### src/rtl/iob_regarray_2p_reader_if.sv
// Stream interface carrying register words out of the register-array reader.
// The master drives valid/data/last; the slave answers with ready.
interface iob_regarray_2p_reader_if #(
    parameter int DATA_W = 32
);
    logic              valid;
    logic [DATA_W-1:0] data;
    logic              last;
    logic              ready;

    modport master (
        output valid,
        output data,
        output last,
        input  ready
    );

    modport slave (
        input  valid,
        input  data,
        input  last,
        output ready
    );
endinterface

### src/rtl/iob_regarray_2p_reader.sv
// Read-side engine for the two-port register array.
// Walks base..base+len-1 (wrapping N-1 -> 0) over the combinational read port
// and emits each word on a valid/ready stream, marking the final word with last.
// Clock enable low freezes every flop; the synchronous active-low reset wins
// over the clock enable so a frozen block can still be brought back to IDLE.
module iob_regarray_2p_reader #(
    parameter int N      = 8,
    parameter int DATA_W = 32,
    parameter int ADDR_W = 3,
    parameter int LEN_W  = 4
) (
    input  logic              clk_i,
    input  logic              cke_i,
    input  logic              rst_n_i,
    input  logic              start_i,
    input  logic [ADDR_W-1:0] base_i,
    input  logic [LEN_W-1:0]  len_i,
    output logic              busy_o,
    output logic              done_o,
    output logic [ADDR_W-1:0] raddr_o,
    input  logic [DATA_W-1:0] rdata_i,
    iob_regarray_2p_reader_if.master m
);

    // Array size widened by one bit so "index < N" is never a constant compare.
    localparam logic [ADDR_W:0]   N_EXT    = (ADDR_W+1)'(N);
    localparam logic [ADDR_W-1:0] LAST_IDX = ADDR_W'(N - 1);
    localparam logic [ADDR_W-1:0] IDX_ZERO = {ADDR_W{1'b0}};
    localparam logic [ADDR_W-1:0] IDX_ONE  = ADDR_W'(1);
    localparam logic [LEN_W-1:0]  REM_ZERO = {LEN_W{1'b0}};
    localparam logic [LEN_W-1:0]  REM_ONE  = LEN_W'(1);
    localparam logic [DATA_W-1:0] DATA_ZERO = {DATA_W{1'b0}};

    typedef enum logic [1:0] {
        ST_IDLE  = 2'd0,
        ST_RUN   = 2'd1,
        ST_DRAIN = 2'd2
    } state_t;

    // Next read index, wrapping from the last register back to register 0.
    function automatic logic [ADDR_W-1:0] next_idx(input logic [ADDR_W-1:0] idx);
        logic [ADDR_W-1:0] nxt;
        if (idx == LAST_IDX) begin
            nxt = IDX_ZERO;
        end else begin
            nxt = idx + IDX_ONE;
        end
        return nxt;
    endfunction

    // A base index outside the array restarts the walk at register 0.
    function automatic logic [ADDR_W-1:0] clamp_base(input logic [ADDR_W-1:0] idx);
        logic [ADDR_W-1:0] res;
        if ({1'b0, idx} < N_EXT) begin
            res = idx;
        end else begin
            res = IDX_ZERO;
        end
        return res;
    endfunction

    state_t            state_q, state_d;
    logic              busy_q,  busy_d;
    logic              done_q,  done_d;
    logic [ADDR_W-1:0] raddr_q, raddr_d;
    logic [LEN_W-1:0]  rem_q,   rem_d;
    logic              valid_q, valid_d;
    logic [DATA_W-1:0] data_q,  data_d;
    logic              last_q,  last_d;
    logic              load_s;

    // Output register may take a new word when empty or when its word leaves.
    assign load_s = !valid_q || m.ready;

    // Next-state and next-output computation for the transfer FSM.
    always_comb begin
        state_d = state_q;
        busy_d  = busy_q;
        done_d  = 1'b0;
        raddr_d = raddr_q;
        rem_d   = rem_q;
        valid_d = valid_q;
        data_d  = data_q;
        last_d  = last_q;

        case (state_q)
            ST_IDLE: begin
                if (start_i) begin
                    if (len_i != REM_ZERO) begin
                        state_d = ST_RUN;
                        raddr_d = clamp_base(base_i);
                        rem_d   = len_i;
                        busy_d  = 1'b1;
                    end else begin
                        // Empty transfer: report completion without any beat.
                        done_d = 1'b1;
                    end
                end else begin
                    state_d = ST_IDLE;
                end
            end

            ST_RUN: begin
                if (load_s) begin
                    // Handshake of the old word and load of the new one share a cycle.
                    data_d  = rdata_i;
                    valid_d = 1'b1;
                    last_d  = (rem_q == REM_ONE);
                    rem_d   = rem_q - REM_ONE;
                    raddr_d = next_idx(raddr_q);
                    if (rem_q == REM_ONE) begin
                        state_d = ST_DRAIN;
                    end else begin
                        state_d = ST_RUN;
                    end
                end else begin
                    state_d = ST_RUN;
                end
            end

            ST_DRAIN: begin
                if (valid_q && m.ready) begin
                    valid_d = 1'b0;
                    last_d  = 1'b0;
                    busy_d  = 1'b0;
                    done_d  = 1'b1;
                    state_d = ST_IDLE;
                end else begin
                    state_d = ST_DRAIN;
                end
            end

            default: begin
                state_d = ST_IDLE;
                busy_d  = 1'b0;
                valid_d = 1'b0;
                last_d  = 1'b0;
                rem_d   = REM_ZERO;
            end
        endcase
    end

    // State and output registers: reset first, then update only on clock enable.
    always_ff @(posedge clk_i) begin
        if (!rst_n_i) begin
            state_q <= ST_IDLE;
            busy_q  <= 1'b0;
            done_q  <= 1'b0;
            raddr_q <= IDX_ZERO;
            rem_q   <= REM_ZERO;
            valid_q <= 1'b0;
            data_q  <= DATA_ZERO;
            last_q  <= 1'b0;
        end else if (cke_i) begin
            state_q <= state_d;
            busy_q  <= busy_d;
            done_q  <= done_d;
            raddr_q <= raddr_d;
            rem_q   <= rem_d;
            valid_q <= valid_d;
            data_q  <= data_d;
            last_q  <= last_d;
        end else begin
            state_q <= state_q;
            busy_q  <= busy_q;
            done_q  <= done_q;
            raddr_q <= raddr_q;
            rem_q   <= rem_q;
            valid_q <= valid_q;
            data_q  <= data_q;
            last_q  <= last_q;
        end
    end

    assign busy_o  = busy_q;
    assign done_o  = done_q;
    assign raddr_o = raddr_q;
    assign m.valid = valid_q;
    assign m.data  = data_q;
    assign m.last  = last_q;

endmodule

### src/flat_wrapper.sv
// flat-port wrapper written by rule: the top's interface ports become plain ports
module iob_regarray_2p_reader_flat 
#(
    parameter int N      = 8,
    parameter int DATA_W = 32,
    parameter int ADDR_W = 3,
    parameter int LEN_W  = 4
)
  (clk_i, cke_i, rst_n_i, start_i, base_i, len_i, busy_o, done_o, raddr_o, rdata_i, m_valid, m_data, m_last, m_ready);
  iob_regarray_2p_reader_if #(.DATA_W(DATA_W)) m_i ();
  input  logic clk_i;
  input  logic cke_i;
  input  logic rst_n_i;
  input  logic start_i;
  input  logic [ADDR_W-1:0] base_i;
  input  logic [LEN_W-1:0] len_i;
  output logic busy_o;
  output logic done_o;
  output logic [ADDR_W-1:0] raddr_o;
  input  logic [DATA_W-1:0] rdata_i;
  output wire logic [$bits(m_i.valid)-1:0] m_valid;
  output wire logic [$bits(m_i.data)-1:0] m_data;
  output wire logic [$bits(m_i.last)-1:0] m_last;
  input wire logic [$bits(m_i.ready)-1:0] m_ready;
  assign m_valid = m_i.valid;
  assign m_data = m_i.data;
  assign m_last = m_i.last;
  assign m_i.ready = m_ready;
  iob_regarray_2p_reader #(.N(N), .DATA_W(DATA_W), .ADDR_W(ADDR_W), .LEN_W(LEN_W)) u_core (.clk_i(clk_i), .cke_i(cke_i), .rst_n_i(rst_n_i), .start_i(start_i), .base_i(base_i), .len_i(len_i), .busy_o(busy_o), .done_o(done_o), .raddr_o(raddr_o), .rdata_i(rdata_i), .m(m_i));
endmodule
### config.mk
export PLATFORM = sky130hd
export DESIGN_NAME = iob_regarray_2p_reader_flat
export DESIGN_NICKNAME = d
export VERILOG_FILES = /design/src/rtl/iob_regarray_2p_reader_if.sv /design/src/rtl/iob_regarray_2p_reader.sv /design/src/flat_wrapper.sv
export SDC_FILE = /design/constraint.sdc
export NUM_CORES = 1
export LEC_CHECK = 0
export CAP_MARGIN = 20
export CORE_ASPECT_RATIO = 0.9
export CORE_MARGIN = 2
export CORE_UTILIZATION = 43
export DETAILED_ROUTE_END_ITERATION = 8
export PLACE_DENSITY = 0.8
export RECOVER_POWER = 50
export SYNTH_ARGS = -nofsm -noshare
export SYNTH_HDL_FRONTEND = slang
export SYNTH_SLANG_ARGS = --single-unit
### constraint.sdc
create_clock -name clk_i -period 2 [get_ports clk_i]
set_clock_uncertainty 0.15 [all_clocks]
set_input_delay 0.4 -clock clk_i [delete_from_list [all_inputs] [get_ports clk_i]]
set_output_delay 0.4 -clock clk_i [all_outputs]
set_load 0.01 [all_outputs]
After elaboration in Yosys (flattened, before gate mapping)
Index checks and enable logic that the tools add are counted.
{"block": "word_totals", "ff_bits": 45, "elab_cells": 61}
{"block": "classes", "eq_ne": 9, "reduce_logical": 12, "addsub": 2, "mux": 27, "n_bitwise": 3}
{"operator": "AND reduction 5 bit", "count": 3}
{"operator": "2-to-1 mux 3 bit", "count": 4}
{"operator": "2-to-1 mux 4 bit", "count": 3}
{"operator": "case mux 4 bit (3 select lines)", "count": 1}
{"operator": "2-to-1 mux 2 bit", "count": 5}
{"operator": "case mux 1 bit (3 select lines)", "count": 3}
{"operator": "2-to-1 mux 1 bit", "count": 8}
{"operator": "inequality test 2 x 1 -> 1 bit (second input constant)", "count": 3}
{"operator": "case mux 2 bit (3 select lines)", "count": 1}
{"operator": "case mux 3 bit (2 select lines)", "count": 1}
{"operator": "equality test 4 x 1 -> 1 bit (second input constant)", "count": 1}
{"operator": "AND reduction 4 bit", "count": 1}
{"operator": "nonzero test 4 bit", "count": 1}
{"operator": "subtractor 4 x 1 -> 4 bit (second input constant)", "count": 1}
{"operator": "adder 3 x 1 -> 3 bit (second input constant)", "count": 1}
{"operator": "equality test 3 bit (second input constant)", "count": 1}
{"operator": "inequality test 3 x 2 -> 1 bit (second input constant)", "count": 1}
{"operator": "NOT 1 bit", "count": 3}
{"operator": "AND reduction 3 bit", "count": 1}
{"operator": "equality test 2 x 1 -> 1 bit (second input constant)", "count": 1}
{"operator": "equality test 2 bit (second input constant)", "count": 1}
{"operator": "logical NOT 2 bit", "count": 1}
{"operator": "inequality test 2 bit (second input constant)", "count": 1}
{"operator": "case mux 1 bit (2 select lines)", "count": 1}
{"operator": "5 further kinds", "count": 5}

Longest topological paths before layout
{"block": "depth", "depth_word": 4, "depth_mapped": 7, "depth_no_buf": 6}

Worst setup path after synthesis
OpenSTA, ideal clock, no wires.
{"block": "synth_path", "path_type": "input -> register", "from": "in cke_i", "to": "reg u_core.raddr_q[0], in the netlist u_core.raddr_o[0]", "setup_ns": 0.122, "setup_slack_ns": 0.385, "arrival_time_ns": 1.343, "n_path_buf": 3, "t_required_ns": 1.728, "path_stages": 6, "cell_sequence": "buf_6 -> nor2b_4 -> and3_1 -> buf_2 -> buf_6 -> o311a_1"}
{"block": "synth_via", "elab_chain_len": 1}
{"item": "from (decl)", "line": "flat_wrapper.sv:12", "rtl": "input logic cke_i;"}
{"item": "AND reduction 5 bit (no source line)"}
{"item": "to (signal assigned)", "line": "iob_regarray_2p_reader.sv:158", "rtl": "raddr_q <= raddr_d;"}
{"item": "to (signal assigned)", "line": "iob_regarray_2p_reader.sv:167", "rtl": "raddr_q <= raddr_q;"}
{"item": "to (decl)", "line": "iob_regarray_2p_reader.sv:65", "rtl": "logic [ADDR_W-1:0] raddr_q, raddr_d;"}
No other way between the ends.
A chain may end at the register's enable or synchronous reset.

Worst setup path in the final report
{"block": "layout_path", "from": "reg u_core.valid_q, in the netlist u_core.m.valid", "to": "out m_valid"}
{"item": "from (decl)", "line": "iob_regarray_2p_reader.sv:67", "rtl": "logic valid_q, valid_d;"}
{"item": "from (signal assigned)", "line": "iob_regarray_2p_reader.sv:160", "rtl": "valid_q <= valid_d;"}
{"item": "from (signal assigned)", "line": "iob_regarray_2p_reader.sv:169", "rtl": "valid_q <= valid_q;"}
{"item": "to (decl)", "line": "flat_wrapper.sv:21", "rtl": "output wire logic [$bits(m_i.valid)-1:0] m_valid;"}
No word-level cell between the ends.

==> results.md <==
Outcome:
- The flow ran to the end, and the final reports show no timing, DRC or antenna violations.

Global route:
- The largest net degree at the start of global routing is 33.
- The total overflow left after global routing is 0.
- The number of global-route vias before repair was 1893.
- The initial antenna violation count is 0.
- The first global-routing pass estimated 8630 µm of wire.
- The total global routing track utilization is 19.8%.

Timing:
- On the final layout, the worst hold slack is a little over 0.3 ns.
- Measured against its own limit, the worst slew margin works out to between 70% and 80%.
- Dividing the final minimum period by the clock period gives between 90% and 100%.
- Setup violations remaining at the end of the flow were counted as 0.
- The number of slew-limit violations in the final report came to 0.
- Setup repair after global routing left no endpoint under its margin.
- The minimum clock period after layout is 1.87 ns.
- The final hold violation count is 0.
- The upper clock frequency limit is ~530 MHz.
- The transition time at the pin with the least slew margin is between 0.4 and 0.5 ns.
- The setup TNS after final layout is 0 ns.
- Setup slack closes at 0.129 ns.

Setup path:
- The required time of the critical path is 1.45 ns.
- The critical path goes through clkdlybuf4s50_1.
- The worst setup path is launched from a flip-flop.
- Of all nets on the critical path, the largest fanout is 8.
- STA classifies the critical path endpoint as an output port.
- By startpoint and endpoint, the worst setup path is classified as flip-flop to output port.
- The slowest stage of the critical path belongs to the cell clkdlybuf4s50_1.
- The number of buffers and inverters on the critical path is 1.
- STA puts the critical path data arrival time at 1.32 ns.
- The delay of the slowest cell on the worst path is 0.58 ns.
- On the critical path the largest part of the delay comes from buffers and inverters.

Route:
- The number of nets still failing antenna checks after routing is 0.
- The total via count after detailed routing is 1913.
- The number of optimization iterations in the first detailed-route pass is 4.
- Wires add up to 4910 µm.
- The average via count per standard cell is 4.89.
- The DRC violations left is 0.
- The detailed router finished its first iteration with 119 violations.
- The detail-routed net length per standard cell is 12.6 µm.

Yosys:
- In this run, synthesis produced a sequential element count of 45.
- The sequential-to-total area share from yosys stat is a little over two fifths.
- The cell area that synthesis handed to floorplanning was just over 0.002 mm².
- The prevailing post-synth register cell is dfxtp_1.
- In the synthesized netlist the async set-or-reset flop fraction comes to 0%.
- Synthesis produced a netlist with a net count of 290.
- The netlist uses 41 different library cells.
- The synthesized design contains 0 enable-type register cells.
- The gate count after technology mapping is 242.
- The synthesized area per cell is 8.46 µm².
- Yosys printed 0 warnings.

CTS:
- Counting every sink on the clock net gives 45.
- TritonCTS created 5 clock buffers.
- The clock input transition at the sequential cells of the worst setup and hold paths is ~0.08 ns.
- The H-tree generated during clock tree synthesis spans 2 levels.
- The later pin in the worst-skew pair is clocked with a latency of 0.29 ns.
- Hold repair after CTS inserted 0 buffers.
- Counting along the longest clock path gives a buffer depth of 2.
- The clock tree from TritonCTS is yes.
- The root cell of the clock tree is clkbuf_8.

Cells and area:
- For this run, the post-layout net count is 376.
- The area growth from synthesis to layout is 49.5%.
- The number of antenna diodes is 0.
- With fillers left out, the area of the finished cells amounts to 0.00306 mm².
- Fill cells in the final layout number 397.
- Of the cells placed in the final design, the portion with a size suffix greater than 1 is 7.90%.

Worst hold path:
- The kind of path behind the tightest hold check is flip-flop to flip-flop.

Floorplan:
- 83 I/O pins were placed.
- The floorplan die width is 76.8 µm.
- The total die area is 0.00533 mm².
- The placeable core region is 0.00452 mm².
- The effective utilization at floorplan is 45.3%.
- The vertical die dimension is 69.5 µm.
- Row generation in the floorplan step produced 23 rows.

Place:
- Prior to clock tree synthesis, the placed netlist has a worst setup slack of -0.196 ns.
- The placed cell area is 0.00298 mm².
- The detailed placement HPWL is 3590 µm.
- The count of buffers from port buffering is between 80 and 90.
- The placer congestion estimate is about 0.8.

Pwr:
- Summing internal, switching and leakage power gives 1.90 mW.
- The maximum ir drop on the vdd rail is 0.430 mV.
- In this run the power density over the cells is around 620 mW/mm².
- Summed over all cells, the static leakage comes to between 1 and 1.5 nW.

Flow run:
- Max-cap violations in this run came to 0.
## cells in the mapped netlist, drive strengths merged (2+ instances only)
cell / instances / area share (%)
nor2b: 5 / 1.9
o311a: 3 / 1.5
nor3b: 2 / 0.73
buf: 7 / 3.0
nand2: 73 / 13
inv: 4 / 0.73
nand2b: 3 / 0.92
nor2: 7 / 1.3
o211ai: 3 / 1.1
a21oi: 5 / 1.2
ha: 4 / 2.4
nand3: 3 / 0.73
clkbuf: 10 / 1.8
a21boi: 37 / 14
o21ai: 8 / 2.0
dfxtp: 45 / 44
and2: 3 / 0.92
mux2i: 3 / 1.5
## per-layer routing
metal	global-route usage, %	vias up	share of wire, %	routed length, µm
met5	0	-	0	0
met4	6.06	0	1.2	61
met3	5.47	7	5.4	267
met2	34.0	47	50	2470
met1	23.9	876	43	2110
li1	-	983	-	-
## power by group
group          switching [mW]  leakage, nW  internal [mW]
Combinational           0.156        0.817          0.226
Clock                   0.292       0.0450          0.242
Sequential             0.0379        0.367          0.942
Total                   0.486         1.23           1.41
## cell families after synthesis
group,synth area share [%]
compound gates,22.9
xor+xnor,0.428
fa+ha+maj,2.44
buf+inv,5.56
flops,44.0
mux,1.47
simple gates,23.2
## final cells by class
| class | count | area [µm²] | area share (%) |
|---|---|---|---|
| well taps | 62 | 77.6 | 2.53 |
| multi-input cells | 176 | 1040 | 33.8 |
| flip-flops and latches | 45 | 901 | 29.4 |
| clock inverters | 2 | 10.0 | 0.327 |
| clock buffers | 6 | 72.6 | 2.37 |
| repair buffers | 96 | 951 | 31.0 |
| inverters | 4 | 15.0 | 0.490 |
## cell usage in the layout (no fill, tap or decap), drive strengths merged, types with 2 or more instances in the layout
cell,instances
nand2,73
clkdlybuf4s50,46
dfxtp,45
a21boi,37
dlygate4sd3,36
buf,13
o21ai,8
nor2,7
clkbuf,7
a21oi,5
nor2b,5
inv,4
ha,4
nand2b,3
nand3,3
and2,3
o211ai,3
mux2i,3
o311a,3
nor3b,2
clkinv,2
## final timing paths
check,from,to,slack (ns),cells past startpoint
setup / recovery,u_core.m.valid,m_valid,0.13,1
hold / removal,u_core.m.data[3],u_core.m.data[3],0.31,2
setup reg to reg,u_core.state_q[0],u_core.rem_q[1],0.36,5
hold reg to reg,u_core.m.data[3],u_core.m.data[3],0.31,2
## repair_timing
action | in CTS | in global routing
resized for setup | 0 | 1
setup endpoints to repair | 0 | 2
setup buffers | 0 | 0
## registers in the layout, indices dropped and copies added, names as in the netlist
name            cells
u_core.state_q      2
u_core.rem_q        4
u_core.raddr_o      3
u_core.m.data      32
u_core.m.valid      1
u_core.m.last       1
u_core.done_o       1
u_core.busy_o       1
## per-stage QoR
step,instances,utilization (%)
5_1_grt,391,67.8
4_1_cts,391,67.7
6_report,391,67.8
2_1_floorplan,242,-
3_3_place_gp,383,65.9
3_5_place_dp,383,65.9
Note: power is estimated with default switching activity, not from simulation.
